`src/rtl/intersection_phase_scheduler.sv`:
```
// Two-road (NS/EW) intersection sequencer with a pedestrian walk phase.
//
// Ports:
//   slow_clk   divided clock, all state changes on posedge
//   rst_ni     asynchronous active-low reset
//   en_i       1 = run, 0 = freeze state and dwell timer
//   car_ns_i   NS vehicle demand (level)
//   car_ew_i   EW vehicle demand (level)
//   ped_req_i  pedestrian button (level or pulse)
//   ns_y_o     NS lamps {G,Y,R}
//   ew_y_o     EW lamps {G,Y,R}
//   walk_o     walk lamp
//   ped_ack_o  one-cycle pulse on the first cycle of the walk phase
//   phase_o    current state code (debug)
module intersection_phase_scheduler #(
  parameter int unsigned T_GREEN  = 4,
  parameter int unsigned T_YELLOW = 2,
  parameter int unsigned T_ALLRED = 1,
  parameter int unsigned T_PED    = 3,
  parameter int unsigned CNT_W    = 8
) (
  input  logic       slow_clk,
  input  logic       rst_ni,
  input  logic       en_i,
  input  logic       car_ns_i,
  input  logic       car_ew_i,
  input  logic       ped_req_i,
  output logic [2:0] ns_y_o,
  output logic [2:0] ew_y_o,
  output logic       walk_o,
  output logic       ped_ack_o,
  output logic [2:0] phase_o
);

  typedef enum logic [2:0] {
    StNsGreen  = 3'd0,
    StNsYellow = 3'd1,
    StAllredNs = 3'd2,
    StEwGreen  = 3'd3,
    StEwYellow = 3'd4,
    StAllredEw = 3'd5,
    StPedWalk  = 3'd6,
    StIllegal  = 3'd7
  } state_e;

  localparam logic [CNT_W-1:0] GreenLast  = CNT_W'(T_GREEN - 1);
  localparam logic [CNT_W-1:0] YellowLast = CNT_W'(T_YELLOW - 1);
  localparam logic [CNT_W-1:0] AllredLast = CNT_W'(T_ALLRED - 1);
  localparam logic [CNT_W-1:0] PedLast    = CNT_W'(T_PED - 1);

  // Direction served after the walk phase: 1 = EW, 0 = NS.
  localparam logic DirEw = 1'b1;
  localparam logic DirNs = 1'b0;

  state_e           state_q, state_d;
  logic [CNT_W-1:0] timer_q, timer_d;
  logic             pending_q, pending_d;
  logic             next_dir_q, next_dir_d;
  logic             is_green;

  assign is_green = (state_q == StNsGreen) || (state_q == StEwGreen);

  always_comb begin
    state_d    = state_q;
    timer_d    = timer_q;
    pending_d  = pending_q;
    next_dir_d = next_dir_q;

    if (state_q == StIllegal) begin
      // Recover regardless of en_i.
      state_d = StNsGreen;
      timer_d = '0;
    end else if (en_i) begin
      case (state_q)
        StNsGreen: begin
          if (timer_q == GreenLast && (car_ew_i || pending_q)) state_d = StNsYellow;
        end
        StNsYellow: begin
          if (timer_q == YellowLast) state_d = StAllredNs;
        end
        StAllredNs: begin
          if (timer_q == AllredLast) begin
            next_dir_d = DirEw;
            state_d    = pending_q ? StPedWalk : StEwGreen;
          end
        end
        StEwGreen: begin
          if (timer_q == GreenLast && (car_ns_i || pending_q)) state_d = StEwYellow;
        end
        StEwYellow: begin
          if (timer_q == YellowLast) state_d = StAllredEw;
        end
        StAllredEw: begin
          if (timer_q == AllredLast) begin
            next_dir_d = DirNs;
            state_d    = pending_q ? StPedWalk : StNsGreen;
          end
        end
        StPedWalk: begin
          if (timer_q == PedLast) state_d = (next_dir_q == DirEw) ? StEwGreen : StNsGreen;
        end
        default: state_d = StNsGreen;
      endcase

      if (state_d != state_q) begin
        timer_d = '0;
      end else if (is_green && timer_q == GreenLast) begin
        timer_d = timer_q;  // saturate so green can hold indefinitely
      end else begin
        timer_d = timer_q + CNT_W'(1);
      end
    end

    // A press arriving on the walk-entry edge wins over the clear.
    if (state_d == StPedWalk && state_q != StPedWalk) pending_d = 1'b0;
    if (ped_req_i && state_q != StPedWalk) pending_d = 1'b1;
  end

  always_ff @(posedge slow_clk or negedge rst_ni) begin
    if (!rst_ni) begin
      state_q    <= StNsGreen;
      timer_q    <= '0;
      pending_q  <= 1'b0;
      next_dir_q <= DirEw;
    end else begin
      state_q    <= state_d;
      timer_q    <= timer_d;
      pending_q  <= pending_d;
      next_dir_q <= next_dir_d;
    end
  end

  // Moore lamp decode: anything not green/yellow for a road shows red.
  always_comb begin
    ns_y_o = 3'b001;
    ew_y_o = 3'b001;
    walk_o = 1'b0;
    case (state_q)
      StNsGreen:  ns_y_o = 3'b100;
      StNsYellow: ns_y_o = 3'b010;
      StEwGreen:  ew_y_o = 3'b100;
      StEwYellow: ew_y_o = 3'b010;
      StPedWalk:  walk_o = 1'b1;
      default: ;
    endcase
  end

  // Timer is 0 only on the first walk cycle; gating with en_i keeps it quiet while frozen.
  assign ped_ack_o = (state_q == StPedWalk) && (timer_q == '0) && en_i;
  assign phase_o   = state_q;

endmodule
```
`config.mk`:
```
export PLATFORM = sky130hd
export DESIGN_NAME = intersection_phase_scheduler
export DESIGN_NICKNAME = d
export VERILOG_FILES = /design/src/rtl/intersection_phase_scheduler.sv
export SDC_FILE = /design/constraint.sdc
export NUM_CORES = 1
export LEC_CHECK = 0
export CAP_MARGIN = 30
export CELL_PAD_IN_SITES_DETAIL_PLACEMENT = 1
export CELL_PAD_IN_SITES_GLOBAL_PLACEMENT = 1
export CORE_MARGIN = 4
export CORE_UTILIZATION = 42
export DETAILED_ROUTE_END_ITERATION = 10
export GPL_ROUTABILITY_DRIVEN = 0
export PLACE_DENSITY = 0.81
export SLEW_MARGIN = 20
export SYNTH_ARGS = -nofsm -noshare
export SYNTH_HDL_FRONTEND = slang
export SYNTH_SLANG_ARGS = --single-unit
```
`constraint.sdc`:
```
create_clock -name slow_clk -period 4.4 [get_ports slow_clk]
set_input_delay 0.88 -clock slow_clk [delete_from_list [all_inputs] [get_ports slow_clk]]
set_output_delay 0.88 -clock slow_clk [all_outputs]
set_load 0.03 [all_outputs]
```
==> flow_summary.json <==
{
  "outcome": "finished, final reports clean",
  "path_delay_family": "buffers and inverters",
  "critPathBufInv": 2,
  "cp.required_ns": 3.52,
  "grt_max_degree": 21,
  "cts_setup_buffers": 0,
  "maxSlewHeadroom_pct": 56.2,
  "cts.clk_slew.worst_paths_ns": 0.09,
  "worst-setup-path-type": "in -> out",
  "grt_util_met3_pct": 3.49,
  "grt_pass1_vias": 1127,
  "cpMostUsedCell": "clkdlybuf4s50_1",
  "wl_per_cell_um": 19.3,
  "min_path_cells": 2,
  "hold_viol_final": 0,
  "async_flop_share_pct": 100,
  "fin_crit_ns": 3.49,
  "syn-num-nets": 145,
  "synth_edf_count": 0,
  "setup_viol": 0,
  "final_nets": 158,
  "p_sw_w": 0.000448,
  "yosysSeqAreaShare_pct": 29.6,
  "syn_avg_cell_area_um2": 8.17,
  "synth_area_um2": 1100,
  "numCtsBuffers": 3,
  "cp-start-kind": "input pin",
  "viasPerCell": 6.50,
  "crit_path_top_delay_cell": "clkdlybuf4s50_1",
  "synthCells": 135,
  "dieWidth_um": 59.2,
  "seqPwrFrac_pct": 26.6,
  "post-route-period-util_pct": 79.3,
  "root_buffer": "clkbuf_4",
  "drt-total-wl_um": 3420,
  "vias": 1151,
  "grt_pass1_wl_um": 5610,
  "grt_antenna_before_repair": 0,
  "path_cells": "clkdlybuf4s50_1 -> nand4_1 -> nor2_1 -> clkdlybuf4s50_1",
  "ant_nets": 0,
  "clk_latency_ns": 0.29,
  "post-route-drc-count": 0,
  "p_per_area_nw_per_um2": 660,
  "dr.pass1.iters": 4,
  "busiest_layer": "met2",
  "syn_to_final_growth_pct": 16.5,
  "portBuffers": 16,
  "r2r_cells": 8,
  "grt_use_met2_pct": 32.3,
  "ys_ff_latch": 13,
  "ctsHtreeMaxLevel": 1,
  "power_frac_comb_pct": 63.8,
  "fin_worst_skew_ns": 0.00172,
  "ir_worst_vdd_v": 0.000426,
  "finalPower_w": 0.000848,
  "setup_tns_ns": 0,
  "cp_num_cells": 4,
  "fp-row-count": 18,
  "drive_gt1_share_pct": 10.9,
  "p_int_w": 0.000400,
  "grt_util_all_layers_pct": 21.4,
  "fin_util_pct": 51.4,
  "synth_flop_cell": "dfrtp_1",
  "die_area_um2": 3510,
  "drv_slew": 0,
  "start_util_pct": 44.1,
  "insertedDiodeCount": 0,
  "crit_fanout": 10,
  "clock-sinks": 13,
  "drt_iter0_drc": 57,
  "cts_tree": "yes",
  "drv.max_cap_violation_count": 0,
  "cts_resized": 0,
  "use_met1_pct": 30.0,
  "fp.dieH_um": 59.2,
  "p_leak_nw": 0.510,
  "yosysUniqueCellTypes": 46,
  "ctsHoldBuffers": 0,
  "grt_overflow_total": 0,
  "swShare_pct": 52.9,
  "pwr-share-clk_pct": 9.6,
  "core_area_um2": 2500,
  "cp.arrival_ns": 2.61,
  "tightest_slew_ns": 0.652,
  "max_clock_freq_ghz": 0.287,
  "io_pins": 17,
  "hold_path.class": "reg -> reg",
  "cp_slowest_stage_delay_ns": 0.68,
  "critPathCaptureType": "output pin",
  "place_hpwl_um": 2510,
  "rsz0062_at_grt": "false",
  "yosys_warnings": 0,
  "clock_path_buffers": 2
}
sequential cells by signal (all words and copies together) (netlist names):
signal and flops:
pending_q 1, next_dir_q 1, phase_o 3, timer_q 8
power groups by stage:
stage,Sequential [W],Clock (W),Combinational (W)
final,0.000225,0.0000816,0.000541
after global routing,0.000234,0.0000901,0.000584
after CTS,0.000222,0.0000831,0.000539
after detailed placement,0.000225,0,0.000535
after global placement,0.000222,0,0.000521
after floorplan,0.000195,0,0.000400
synthesized netlist by cell type (2+ instances only):
master | number | area [µm²]
a21oi_1 | 5 | 25.0
a31oi_1 | 5 | 31.3
and2_1 | 2 | 12.5
and3_1 | 3 | 18.8
and3_2 | 2 | 15.0
buf_6 | 2 | 22.5
clkbuf_1 | 5 | 18.8
dfrtp_1 | 12 | 300
ha_1 | 4 | 50.1
inv_1 | 9 | 33.8
mux2i_1 | 2 | 20.0
nand2_1 | 11 | 41.3
nand2b_1 | 5 | 31.3
nand3_1 | 14 | 70.1
nand4_1 | 2 | 12.5
nor2_1 | 8 | 30.0
nor3_1 | 4 | 20.0
o21ai_0 | 9 | 45.0
o311ai_0 | 3 | 26.3
o31ai_1 | 2 | 15.0
metal layers:
layer	up-vias	share of wire (%)	wire [µm]
li1	532	-	-
met1	577	45	1550
met2	36	49	1660
met3	6	4.6	156
met4	0	1.6	53
met5	-	0	0
worst paths after layout:
path | from | slack [ns] | end
worst min register to register | next_dir_q | 0.52 | next_dir_q
worst max-delay path | en_i | 0.91 | ped_ack_o
worst min-delay path | next_dir_q | 0.52 | next_dir_q
max in group asynchronous | rst_ni | 3.03 | timer_q[1]
worst max register to register | timer_q[2] | 1.34 | timer_q[5]
min in group asynchronous | rst_ni | 0.97 | pending_q
area by class of cell:
cell class	instances	area [µm²]
Inverter	9	33.8
Timing Repair Buffer	17	168
Multi-Input combinational cell	104	692
Clock buffer	4	26.3
Sequential cell	13	327
Fill cell	315	1220
Tap cell	30	37.5
logic make-up after synthesis:
kind of cell,count (synthesis),synth area share [%]
buffers and inverters,18,7.60
muxes,3,2.84
DFF,13,29.6
adders and majority gates,4,4.54
and+or+nand+nor,57,27.8
AOI/OAI and AO/OA,40,27.6
layout by cell type, fill, tap and decap left out, types with 2 or more instances in the layout:
| master | n |
|---|---|
| a21oi_1 | 5 |
| dfrtp_1 | 12 |
| nand2_1 | 11 |
| nand3_1 | 14 |
| inv_1 | 9 |
| nand2b_1 | 5 |
| a31oi_1 | 5 |
| mux2i_1 | 2 |
| o311ai_0 | 3 |
| and3_2 | 2 |
| and2_1 | 2 |
| ha_1 | 4 |
| and3_1 | 3 |
| o21ai_0 | 9 |
| nand4_1 | 2 |
| nor3_1 | 4 |
| clkbuf_4 | 3 |
| o31ai_1 | 2 |
| clkdlybuf4s50_1 | 16 |
| nor2_1 | 8 |
through the flow:
stage	setup WS (ns)	hold slack, ns	area [µm²]	std cells
3_5_place_dp	0.943	0.506	1260	173
4_1_cts	0.941	0.521	1280	177
2_1_floorplan	1.79	0.460	1100	135
3_3_place_gp	1.03	0.498	1260	173
6_report	0.910	0.520	1280	177
5_1_grt	0.822	0.548	1280	177
tightest hold or removal path, stage by stage, from the launching register on:
cell and delay, ns:
dfstp_2 0.39, o21ai_0 0.08, nand2_1 0.05
Power figures use the tool's default switching activity.
